$ cat src/rtl/i2s_pkg.sv
// i2s_pkg: shared constants and types for the 24-bit left-justified serial transmitter
package i2s_pkg;
  localparam int DATA_W  = 24;
  localparam int BCK_DIV = 8;
  localparam int SLOTS   = 2 * DATA_W;
  localparam int FRAME   = SLOTS * BCK_DIV;
  typedef enum logic {IDLE, RUN} state_t;
  typedef struct packed {
    logic [DATA_W-1:0] left;
    logic [DATA_W-1:0] right;
  } stereo_sample_t;
endpackage

$ cat src/rtl/i2s_tx_timing.sv
// i2s_tx_timing: single frame counter deriving BCK, LRCK and slot/frame strobes
//   SCK/reset_n : master clock, async active-low reset
//   running     : block is currently in RUN
//   run_next    : block will be in RUN after this edge
//   BCK/LRCK    : registered bit clock and word select (both 0 when idle)
//   slot_end    : last SCK of a BCK period (shift register advances at this edge)
//   frame_end   : last SCK of the frame (frame load or stop at this edge)
module i2s_tx_timing #(
  parameter int DATA_W  = i2s_pkg::DATA_W,
  parameter int BCK_DIV = i2s_pkg::BCK_DIV
) (
  input  logic SCK,
  input  logic reset_n,
  input  logic running,
  input  logic run_next,
  output logic BCK,
  output logic LRCK,
  output logic slot_end,
  output logic frame_end
);
  localparam int FRAME = 2 * DATA_W * BCK_DIV;
  localparam int CNT_W = $clog2(FRAME);
  localparam int DIV_W = $clog2(BCK_DIV);
  localparam logic [CNT_W-1:0] LAST = CNT_W'(FRAME - 1);
  localparam logic [CNT_W-1:0] HALF = CNT_W'(FRAME / 2);
  logic [CNT_W-1:0] cnt_q, cnt_d;
  logic bck_q, bck_d, lrck_q, lrck_d;
  assign slot_end  = running && (&cnt_q[DIV_W-1:0]);
  assign frame_end = running && (cnt_q == LAST);
  // BCK and LRCK are decoded from the next count so both land registered in
  // the same cycle as the count itself; one counter means they cannot drift.
  always_comb begin
    cnt_d  = (running && run_next && !frame_end) ? cnt_q + 1'b1 : '0;
    bck_d  = run_next && cnt_d[DIV_W-1];
    lrck_d = run_next && (cnt_d < HALF);
  end
  always_ff @(posedge SCK or negedge reset_n) begin
    if (!reset_n) begin
      cnt_q  <= '0;
      bck_q  <= 1'b0;
      lrck_q <= 1'b0;
    end else begin
      cnt_q  <= cnt_d;
      bck_q  <= bck_d;
      lrck_q <= lrck_d;
    end
  end
  assign BCK  = bck_q;
  assign LRCK = lrck_q;
endmodule

$ cat src/rtl/i2s_serializer.sv
// i2s_serializer: stereo left-justified serial transmitter with valid/ready sample input
//   SCK/reset_n             : master clock, async active-low reset
//   enable                  : start/stop transmission (stops only at frame end)
//   in_valid/in_ready       : handshake for the {in_left, in_right} pair
//   BCK/LRCK/SD             : serial link outputs (LRCK high = left)
//   frame_start             : one-cycle pulse at each frame load
//   underrun/clear_underrun : sticky "frame sent without a sample" flag and its clear
module i2s_serializer
  import i2s_pkg::state_t, i2s_pkg::IDLE, i2s_pkg::RUN;
#(
  parameter int DATA_W  = i2s_pkg::DATA_W,
  parameter int BCK_DIV = i2s_pkg::BCK_DIV
) (
  input  logic              SCK,
  input  logic              reset_n,
  input  logic              enable,
  input  logic              in_valid,
  input  logic [DATA_W-1:0] in_left,
  input  logic [DATA_W-1:0] in_right,
  output logic              in_ready,
  output logic              BCK,
  output logic              LRCK,
  output logic              SD,
  output logic              frame_start,
  output logic              underrun,
  input  logic              clear_underrun
);
  localparam int SLOTS = 2 * DATA_W;
  state_t state_q, state_d;
  logic hold_full_q, hold_full_d, frame_start_q, frame_start_d, underrun_q, underrun_d;
  logic [SLOTS-1:0] hold_q, hold_d, shift_q, shift_d;
  logic running, run_next, load, accept, slot_end, frame_end;
  i2s_tx_timing #(.DATA_W(DATA_W), .BCK_DIV(BCK_DIV)) u_timing (
    .SCK      (SCK),
    .reset_n  (reset_n),
    .running  (running),
    .run_next (run_next),
    .BCK      (BCK),
    .LRCK     (LRCK),
    .slot_end (slot_end),
    .frame_end(frame_end)
  );
  // A frame load happens on entry to RUN or at a frame wrap while enabled.
  // With enable low the current frame finishes and the block drops to IDLE.
  always_comb begin
    running       = state_q == RUN;
    run_next      = enable || (running && !frame_end);
    load          = enable && (!running || frame_end);
    accept        = in_valid && !hold_full_q;
    state_d       = run_next ? RUN : IDLE;
    hold_full_d   = (load && hold_full_q) ? 1'b0 : accept ? 1'b1 : hold_full_q;
    hold_d        = accept ? {in_left, in_right} : hold_q;
    shift_d       = load ? (hold_full_q ? hold_q : '0) :
                    !run_next ? '0 :
                    slot_end ? shift_q << 1 : shift_q;
    underrun_d    = (load && !hold_full_q) ? 1'b1 : clear_underrun ? 1'b0 : underrun_q;
    frame_start_d = load;
  end
  always_ff @(posedge SCK or negedge reset_n) begin
    if (!reset_n) begin
      state_q       <= IDLE;
      hold_full_q   <= 1'b0;
      hold_q        <= '0;
      shift_q       <= '0;
      underrun_q    <= 1'b0;
      frame_start_q <= 1'b0;
    end else begin
      state_q       <= state_d;
      hold_full_q   <= hold_full_d;
      hold_q        <= hold_d;
      shift_q       <= shift_d;
      underrun_q    <= underrun_d;
      frame_start_q <= frame_start_d;
    end
  end
  assign in_ready    = !hold_full_q;
  assign SD          = shift_q[SLOTS-1];
  assign frame_start = frame_start_q;
  assign underrun    = underrun_q;
endmodule

$ cat config.mk
export PLATFORM = sky130hd
export DESIGN_NAME = i2s_serializer
export DESIGN_NICKNAME = d
export VERILOG_FILES = /design/src/rtl/i2s_pkg.sv /design/src/rtl/i2s_tx_timing.sv /design/src/rtl/i2s_serializer.sv
export SDC_FILE = /design/constraint.sdc
export NUM_CORES = 1
export LEC_CHECK = 0
export BUFFER_PORTS_ARGS = -buffer_cell sky130_fd_sc_hd__buf_2
export CELL_PAD_IN_SITES_DETAIL_PLACEMENT = 1
export CELL_PAD_IN_SITES_GLOBAL_PLACEMENT = 2
export CORE_MARGIN = 4
export CORE_UTILIZATION = 39
export DETAILED_ROUTE_END_ITERATION = 6
export PLACE_DENSITY = 0.78
export RECOVER_POWER = 25
export REMOVE_ABC_BUFFERS = 1
export SYNTH_ARGS = -nofsm -noshare
export SYNTH_HDL_FRONTEND = slang
export SYNTH_SLANG_ARGS = --single-unit
$ cat constraint.sdc
create_clock -name SCK -period 2.7 [get_ports SCK]
set_clock_uncertainty 0.15 [all_clocks]
set_input_delay 0.405 -clock SCK [delete_from_list [all_inputs] [get_ports SCK]]
set_output_delay 0.405 -clock SCK [all_outputs]
set_load 0.005 [all_outputs]
==> PnR_summary.wiki, run 1 <==
{| class="wikitable"
! Metric !! Value
|-
| Terminus of the critical flop-to-flop path || underrun
|-
| Hold path cells || 2
|-
| Crit share post-route || 0.811
|-
| Maximum clock path buffer count || 2
|-
| Filler cells || 1245
|-
| Remaining design rule violation count || 0
|-
| Leakage dissipation || 2.14 nW
|-
| Outcome || complete, no violations
|-
| Final count of pins violating max slew || 0
|-
| Count of final hold-check violations || 0
|-
| Sequential element share of the synthesized area || 0.589
|-
| Number of nets in the finished design || 480
|-
| Global Route Usage Sum || 0.139
|-
| Syn-to-layout area delta || 15.6%
|-
| Per-cell via count in the routed design || 5.21
|-
| Slowest-stage cell, CP || sky130_fd_sc_hd__dfrtp_1
|-
| Rel. slew slack || 0.295
|-
| Unrepaired setup endpoints after global routing || false
|-
| CTS H-tree lvls || 3
|-
| Final cell utilization of the core || 0.469
|-
| Setup Buffers After CTS || 0
|-
| Width of the die || 118 µm
|-
| Clock edge transition at the registers on the reported setup and hold paths || 0.07 ns
|-
| Critical Path, Cell by Cell || ha_1 > nand3_1 > o31ai_4 > buf_12 > and2_1 > a22o_1
|-
| TritonRoute pass-1 iters || 4
|-
| Std-Cell Rows || 39
|-
| Final worst slack || 0.511 ns
|-
| Finish-stage setup viols || 0
|-
| Half-perimeter wire length after placement || 5850 µm
|-
| Die area || 13900 µm²
|-
| Synthesized flop and latch total || 111
|-
| Number of standard cells after synthesis || 373
|-
| Non-Filler Cell Area, Final || 5450 µm²
|-
| Worst supply voltage drop on vdd || 0.000329 V
|-
| Post-Layout Cell Count || 572
|-
| Cts-stage hold buffer count || 1
|-
| Number of buffers added on ports || 58
|-
| Placed instance count || 556
|-
| Critical-path maximum fanout || 106
|-
| Launch instance of the worst min-delay path || in_right[22]
|-
| Weighted congestion reported at the end of routability-driven placement || 0.754
|-
| DRT antenna net count || 0
|-
| Overall via count from detail_route || 2980
|-
| CTS sink count || 111
|-
| Final wirelength || 8950 µm
|-
| Post-synthesis instance area || 4710 µm²
|-
| Post-placement cell area || 5150 µm²
|-
| Share of final-layout standard cells stronger than drive strength 1 || 0.305
|-
| Worst Path Class, Setup || reg -> reg
|-
| Number of gates resized after cts || 0
|-
| First-pass GRT wire length || 15800 µm
|-
| Kind of capture point of the worst setup path || flip-flop
|-
| Average footprint of a synthesized cell || 12.6 µm²
|-
| Delay of the slowest cell on the worst path || 0.38 ns
|-
| R2r startpoint || u_timing.cnt_q[0]
|-
| Max cap viols || 0
|-
| Root Buffer || sky130_fd_sc_hd__clkbuf_16
|-
| Wire length per cell after detailed routing || 15.7 µm
|-
| Depth of the worst register-to-register path || 6
|-
| CP arrival || 2.32 ns
|-
| Worst-Skew Late Latency || 0.34 ns
|-
| Number of warnings reported in the yosys synthesis log || 0
|-
| Number of distinct library cells after synthesis || 32
|-
| I/O Pins || 59
|-
| Fmax || 457 MHz
|-
| Largest net degree at the start of global routing || 107
|-
| Worst min path class || in -> reg
|-
| Actual slew at the worst max-slew pin || 1.06 ns
|-
| Number of global-route vias before repair || 3275
|-
| Core Region || 11600 µm²
|-
| Number of buffers inserted during clock tree synthesis || 9
|-
| Power per cell area || 614 nW/µm²
|-
| Vertical die dimension || 118 µm
|-
| Final critical-path required period || 2.19 ns
|-
| Endpoint of the worst hold path || hold_q[22]
|-
| Place WS || 0.645 ns
|-
| Number of antenna violations at the first check in global routing || 0
|-
| Category of the worst setup path launch point || flip-flop
|-
| Effective utilization at floorplan || 0.406
|-
| Global route overflow || 0
|-
| FF-to-FF setup slack || 0.51 ns
|-
| 1st-iter DRT viols || 50
|-
| Number of antenna diodes || 0
|-
| Worst Path Required || 2.83 ns
|-
| TritonCTS clock tree || done
|}
==> sequential cells by signal, indices dropped and copies added (netlist names) <==
name and count:
u_timing.cnt_q 9, shift_q 48, hold_full_q 1, hold_q 48, running 1, underrun 1, u_timing.LRCK 1, u_timing.BCK 1
frame_start 1
==> worst max-delay path, delay by kind of cell, from the launching register on <==
family | cells | cell delay (ns)
adder cells (fa/ha/maj) | 1 | 0.23
buffers and inverters | 1 | 0.35
flip-flops | 1 | 0.38
AO/OA/AOI/OAI | 2 | 0.48
AND/OR/NAND/NOR | 2 | 0.47
==> where the power goes <==
part	leakage, nW	switching [mW]	internal [mW]
combinational	0.757	0.0730	0.0937
sequential	1.23	0.0483	1.75
clock	0.153	0.575	0.812
total	2.14	0.696	2.65
==> cell families after synthesis <==
| kind of cell | after synthesis | synth area share |
|---|---|---|
| compound gates | 57 | 0.0672 |
| xor+xnor | 4 | 0.00743 |
| fa+ha+maj | 2 | 0.00531 |
| buf+inv | 32 | 0.0369 |
| flops | 111 | 0.589 |
| mux | 95 | 0.214 |
| simple gates | 72 | 0.0794 |
==> synth_stat cells, drive strengths merged <==
cell type,count,share of area
a211oi,1,0.0016
a21boi,1,0.0016
a21oi,2,0.0021
a22o,1,0.0019
and2,3,0.0040
and3,1,0.0013
buf,16,0.024
clkbuf,12,0.010
dfrtp,111,0.59
ha,2,0.0053
inv,4,0.0032
mux2,48,0.11
mux2i,47,0.10
nand2,2,0.0016
nand2b,3,0.0040
nand3,51,0.057
nand4,1,0.0013
nor2,8,0.0064
nor2b,2,0.0027
o211ai,1,0.0016
o21ai,49,0.052
o31ai,1,0.0045
o41ai,1,0.0019
or3,1,0.0013
xnor2,2,0.0037
xor2,2,0.0037
==> per-stage QoR <==
stage | hold WS [ns] | setup TNS [ns] | total power, mW
final | 0.138 | 0 | 3.35
after global routing | 0.123 | 0 | 3.50
after floorplan | -0.0406 | -52.66 | 1.89
after detailed placement | 0.273 | 0 | 2.00
after CTS | 0.126 | 0 | 3.40
after global placement | 0.268 | 0 | 1.99
==> how the worst max path moves through the flow <==
stage           endpoint         startpoint  slack (ns)
2_1_floorplan  hold_q[0]        hold_full_q       -0.56
3_3_place_gp    underrun  u_timing.cnt_q[0]        0.73
3_5_place_dp    underrun  u_timing.cnt_q[0]        0.65
4_1_cts         underrun  u_timing.cnt_q[0]        0.64
5_1_grt         underrun  u_timing.cnt_q[0]        0.35
6_report        underrun  u_timing.cnt_q[0]        0.51
==> routing by layer <==
| layer | wire length (µm) | up-vias | track usage |
|---|---|---|---|
| met3 | 333 | 13 | 0.0404 |
| li1 | - | 1423 | - |
| met5 | 0 | - | 0 |
| met2 | 4500 | 43 | 0.229 |
| met4 | 150 | 0 | 0.0462 |
| met1 | 3970 | 1501 | 0.175 |
==> placed cells by master, fill, tap and decap left out, types with 2 or more instances in the layout <==
cell type / count
sky130_fd_sc_hd__clkbuf_16: 9
sky130_fd_sc_hd__nand3_1: 51
sky130_fd_sc_hd__and2_1: 2
sky130_fd_sc_hd__o21ai_1: 18
sky130_fd_sc_hd__inv_1: 4
sky130_fd_sc_hd__xnor2_1: 2
sky130_fd_sc_hd__buf_12: 2
sky130_fd_sc_hd__mux2i_1: 47
sky130_fd_sc_hd__o21ai_0: 31
sky130_fd_sc_hd__bufinv_16: 2
sky130_fd_sc_hd__mux2_2: 48
sky130_fd_sc_hd__dfrtp_1: 111
sky130_fd_sc_hd__a21oi_1: 2
sky130_fd_sc_hd__clkbuf_1: 4
sky130_fd_sc_hd__nand2b_1: 3
sky130_fd_sc_hd__buf_4: 8
sky130_fd_sc_hd__xor2_1: 2
sky130_fd_sc_hd__nand2_1: 2
sky130_fd_sc_hd__buf_2: 54
sky130_fd_sc_hd__nor2_1: 8
==> layout make-up <==
type	count	area, µm²	area share
Multi-Input combinational cell	230	1770	0.325
Tap cell	143	179	0.0328
Inverter	4	15.0	0.00275
Clock inverter	5	82.6	0.0152
Sequential cell	111	2780	0.510
Timing Repair Buffer	69	397	0.0728
Clock buffer	10	229	0.0420
Power figures use the tool's default switching activity.
==> run 2, diff against run 1 <==
- clock period: 2.7 -> 2.25 ns (I/O delays scaled with it)
==> PnR_summary.wiki, run 2 (same netlist as run 1, synthesis figures left out) <==
{| class="wikitable"
! Metric !! Value
|-
| Outcome || complete, no violations
|-
| Core Region || 11600 µm² (unchanged)
|-
| Delay of the slowest cell on the worst path || 0.40 ns (+0.02 ns)
|-
| Finish-stage setup viols || 0 (unchanged)
|-
| Biggest registers after layout || hold_q (48), shift_q (48), u_timing.cnt_q (9)
|-
| Actual slew at the worst max-slew pin || 0.700 ns (-0.357 ns)
|-
| Placed instance count || 557 (+0.18%)
|-
| Vertical die dimension || 118 µm (unchanged)
|-
| Unrepaired setup endpoints after global routing || false
|-
| Category of the worst setup path launch point || flip-flop
|-
| Max cap viols || 0 (unchanged)
|-
| Number of global-route vias before repair || 3313 (+1.2%)
|-
| I/O Pins || 59 (unchanged)
|-
| Width of the die || 118 µm (unchanged)
|-
| Crit share post-route || 0.886 (+0.0754)
|-
| Half-perimeter wire length after placement || 5950 µm (+1.6%)
|-
| Final count of pins violating max slew || 0 (unchanged)
|-
| Global route overflow || 0 (unchanged)
|-
| Worst-Skew Late Latency || 0.34 ns (about the same)
|-
| 1st-iter DRT viols || 108 (+120%)
|-
| Critical-path maximum fanout || 27 (-75%)
|-
| Maximum clock path buffer count || 2 (unchanged)
|-
| Kind of capture point of the worst setup path || flip-flop
|-
| Count of final hold-check violations || 0 (unchanged)
|-
| Share of final-layout standard cells stronger than drive strength 1 || 0.299 (-0.00606)
|-
| Final wirelength || 8980 µm (+0.34%)
|-
| Final critical-path required period || 1.99 ns (-0.195 ns)
|-
| Worst Path Required || 2.38 ns (-0.45 ns)
|-
| Weighted congestion reported at the end of routability-driven placement || 0.700 (-7.1%)
|-
| First-pass GRT wire length || 16100 µm (+1.5%)
|-
| Commonest non-fill, non-tap cells in the layout || sky130_fd_sc_hd__dfrtp_1 (111), sky130_fd_sc_hd__buf_2 (53), sky130_fd_sc_hd__nand3_1 (50)
|-
| Global Route Usage Sum || 0.141 (+0.00201)
|-
| Multi-input gate area in the final layout || 1780 µm² (+0.71%)
|-
| Power per cell area || 722 nW/µm² (+18%)
|-
| Root Buffer || sky130_fd_sc_hd__clkbuf_16
|-
| Number of gates resized after cts || 0 (unchanged)
|-
| Worst min path class || in -> reg
|-
| Fmax || 502 MHz (+9.8%)
|-
| Clock edge transition at the registers on the reported setup and hold paths || 0.07 ns (about the same)
|-
| Rel. slew slack || 0.533 (+0.238)
|-
| Syn-to-layout area delta || 16.0%
|-
| Std-Cell Rows || 39 (unchanged)
|-
| Number of buffers added on ports || 58 (unchanged)
|-
| Number of antenna diodes || 0 (unchanged)
|-
| Worst Path Class, Setup || reg -> reg
|-
| Overall via count from detail_route || 2975 (-0.17%)
|-
| TritonCTS clock tree || done
|-
| Worst supply voltage drop on vdd || 0.000500 V (+52%)
|-
| Number of antenna violations at the first check in global routing || 0 (unchanged)
|-
| Per-cell via count in the routed design || 5.18 (-0.52%)
|-
| Filler cells || 1272 (+2.2%)
|-
| DRT antenna net count || 0 (unchanged)
|-
| Kind of cell with the highest combined delay on the critical path || compound AO/OA/AOI/OAI gates
|-
| Die area || 13900 µm² (unchanged)
|-
| Number of buffers inserted during clock tree synthesis || 9 (unchanged)
|-
| Post-Layout Cell Count || 574 (+0.35%)
|-
| Worst Path Buf+Inv || 1 (unchanged)
|-
| Leakage dissipation || 2.13 nW (-0.25%)
|-
| Wire length per cell after detailed routing || 15.6 µm (about the same)
|-
| Effective utilization at floorplan || 0.406 (unchanged)
|-
| Number of nets in the finished design || 481 (+0.21%)
|-
| CTS sink count || 111 (unchanged)
|-
| Critical Path, Cell by Cell || ha_1 > nand3_4 > o31ai_4 > buf_4 > and2_1 > a22o_1
|-
| Most common cell after layout, fill and taps aside || sky130_fd_sc_hd__dfrtp_1
|-
| Slowest-stage cell, CP || sky130_fd_sc_hd__dfrtp_1
|-
| Largest net degree at the start of global routing || 80 (-25%)
|-
| CTS H-tree lvls || 3 (unchanged)
|-
| Worst hold slack across all endpoints || 0.0682 ns (-0.0695 ns)
|-
| CP arrival || 2.13 ns (-0.19 ns)
|-
| Remaining design rule violation count || 0 (unchanged)
|-
| Total area of sequential cells || 2780 µm² (unchanged)
|-
| TritonRoute pass-1 iters || 4 (unchanged)
|}
run 2: where the power goes:
part	internal (mW)	switching, mW
Sequential	2.10	0.0577
Combinational	0.113	0.0893
Clock	0.928	0.667
Total	3.14	0.814
run 2: timing repair:
action                                 in CTS  in global routing
hold buffers                                1                  0
endpoints found under the hold margin      25                  0
setup buffers                               0                  0
run 2: worst paths after layout:
path                                to  depth (start not counted)  slack, ns         startpoint
setup reg to reg              underrun                          6       0.26  u_timing.cnt_q[0]
hold reg to reg            shift_q[12]                          2       0.35         hold_q[12]
setup / recovery              underrun                          6       0.26  u_timing.cnt_q[0]
hold / removal              hold_q[23]                          2       0.07       in_right[23]
min in group asynchronous  shift_q[47]                          2       0.42            reset_n
max in group asynchronous   hold_q[20]                          3       0.44            reset_n
run 2: per-layer routing:
metal | global-route usage | share of wire
met5 | 0 | 0
met4 | 0.0315 | 0.010
met3 | 0.0457 | 0.039
met2 | 0.239 | 0.51
met1 | 0.175 | 0.44
run 2: worst register-to-register path: cells and delay by family (launching register included):
| family | cells | cell delay, ns |
|---|---|---|
| AND/OR/NAND/NOR | 2 | 0.32 |
| flip-flops | 1 | 0.40 |
| adder cells (fa/ha/maj) | 1 | 0.29 |
| AO/OA/AOI/OAI | 2 | 0.46 |
| buffers and inverters | 1 | 0.32 |
run 2: layout make-up:
class,count,share of cell area
repair buffers,70,0.0753
inverters,4,0.00275
multi-input cells,230,0.326
clock inverters,2,0.00709
clock buffers,14,0.0483
flip-flops and latches,111,0.508
well taps,143,0.0327
run 2: per-stage QoR:
step	util	area [µm²]	total power, mW	setup TNS (ns)	setup slack (ns)
after floorplan	-	4550	2.27	-100.81	-1.01
after global placement	0.446	5180	2.39	0	0.368
after detailed placement	0.446	5180	2.41	0	0.278
after CTS	0.473	5490	4.03	0	0.255
after global routing	0.471	5470	4.15	0	0.118
final	0.471	5470	3.95	0	0.256
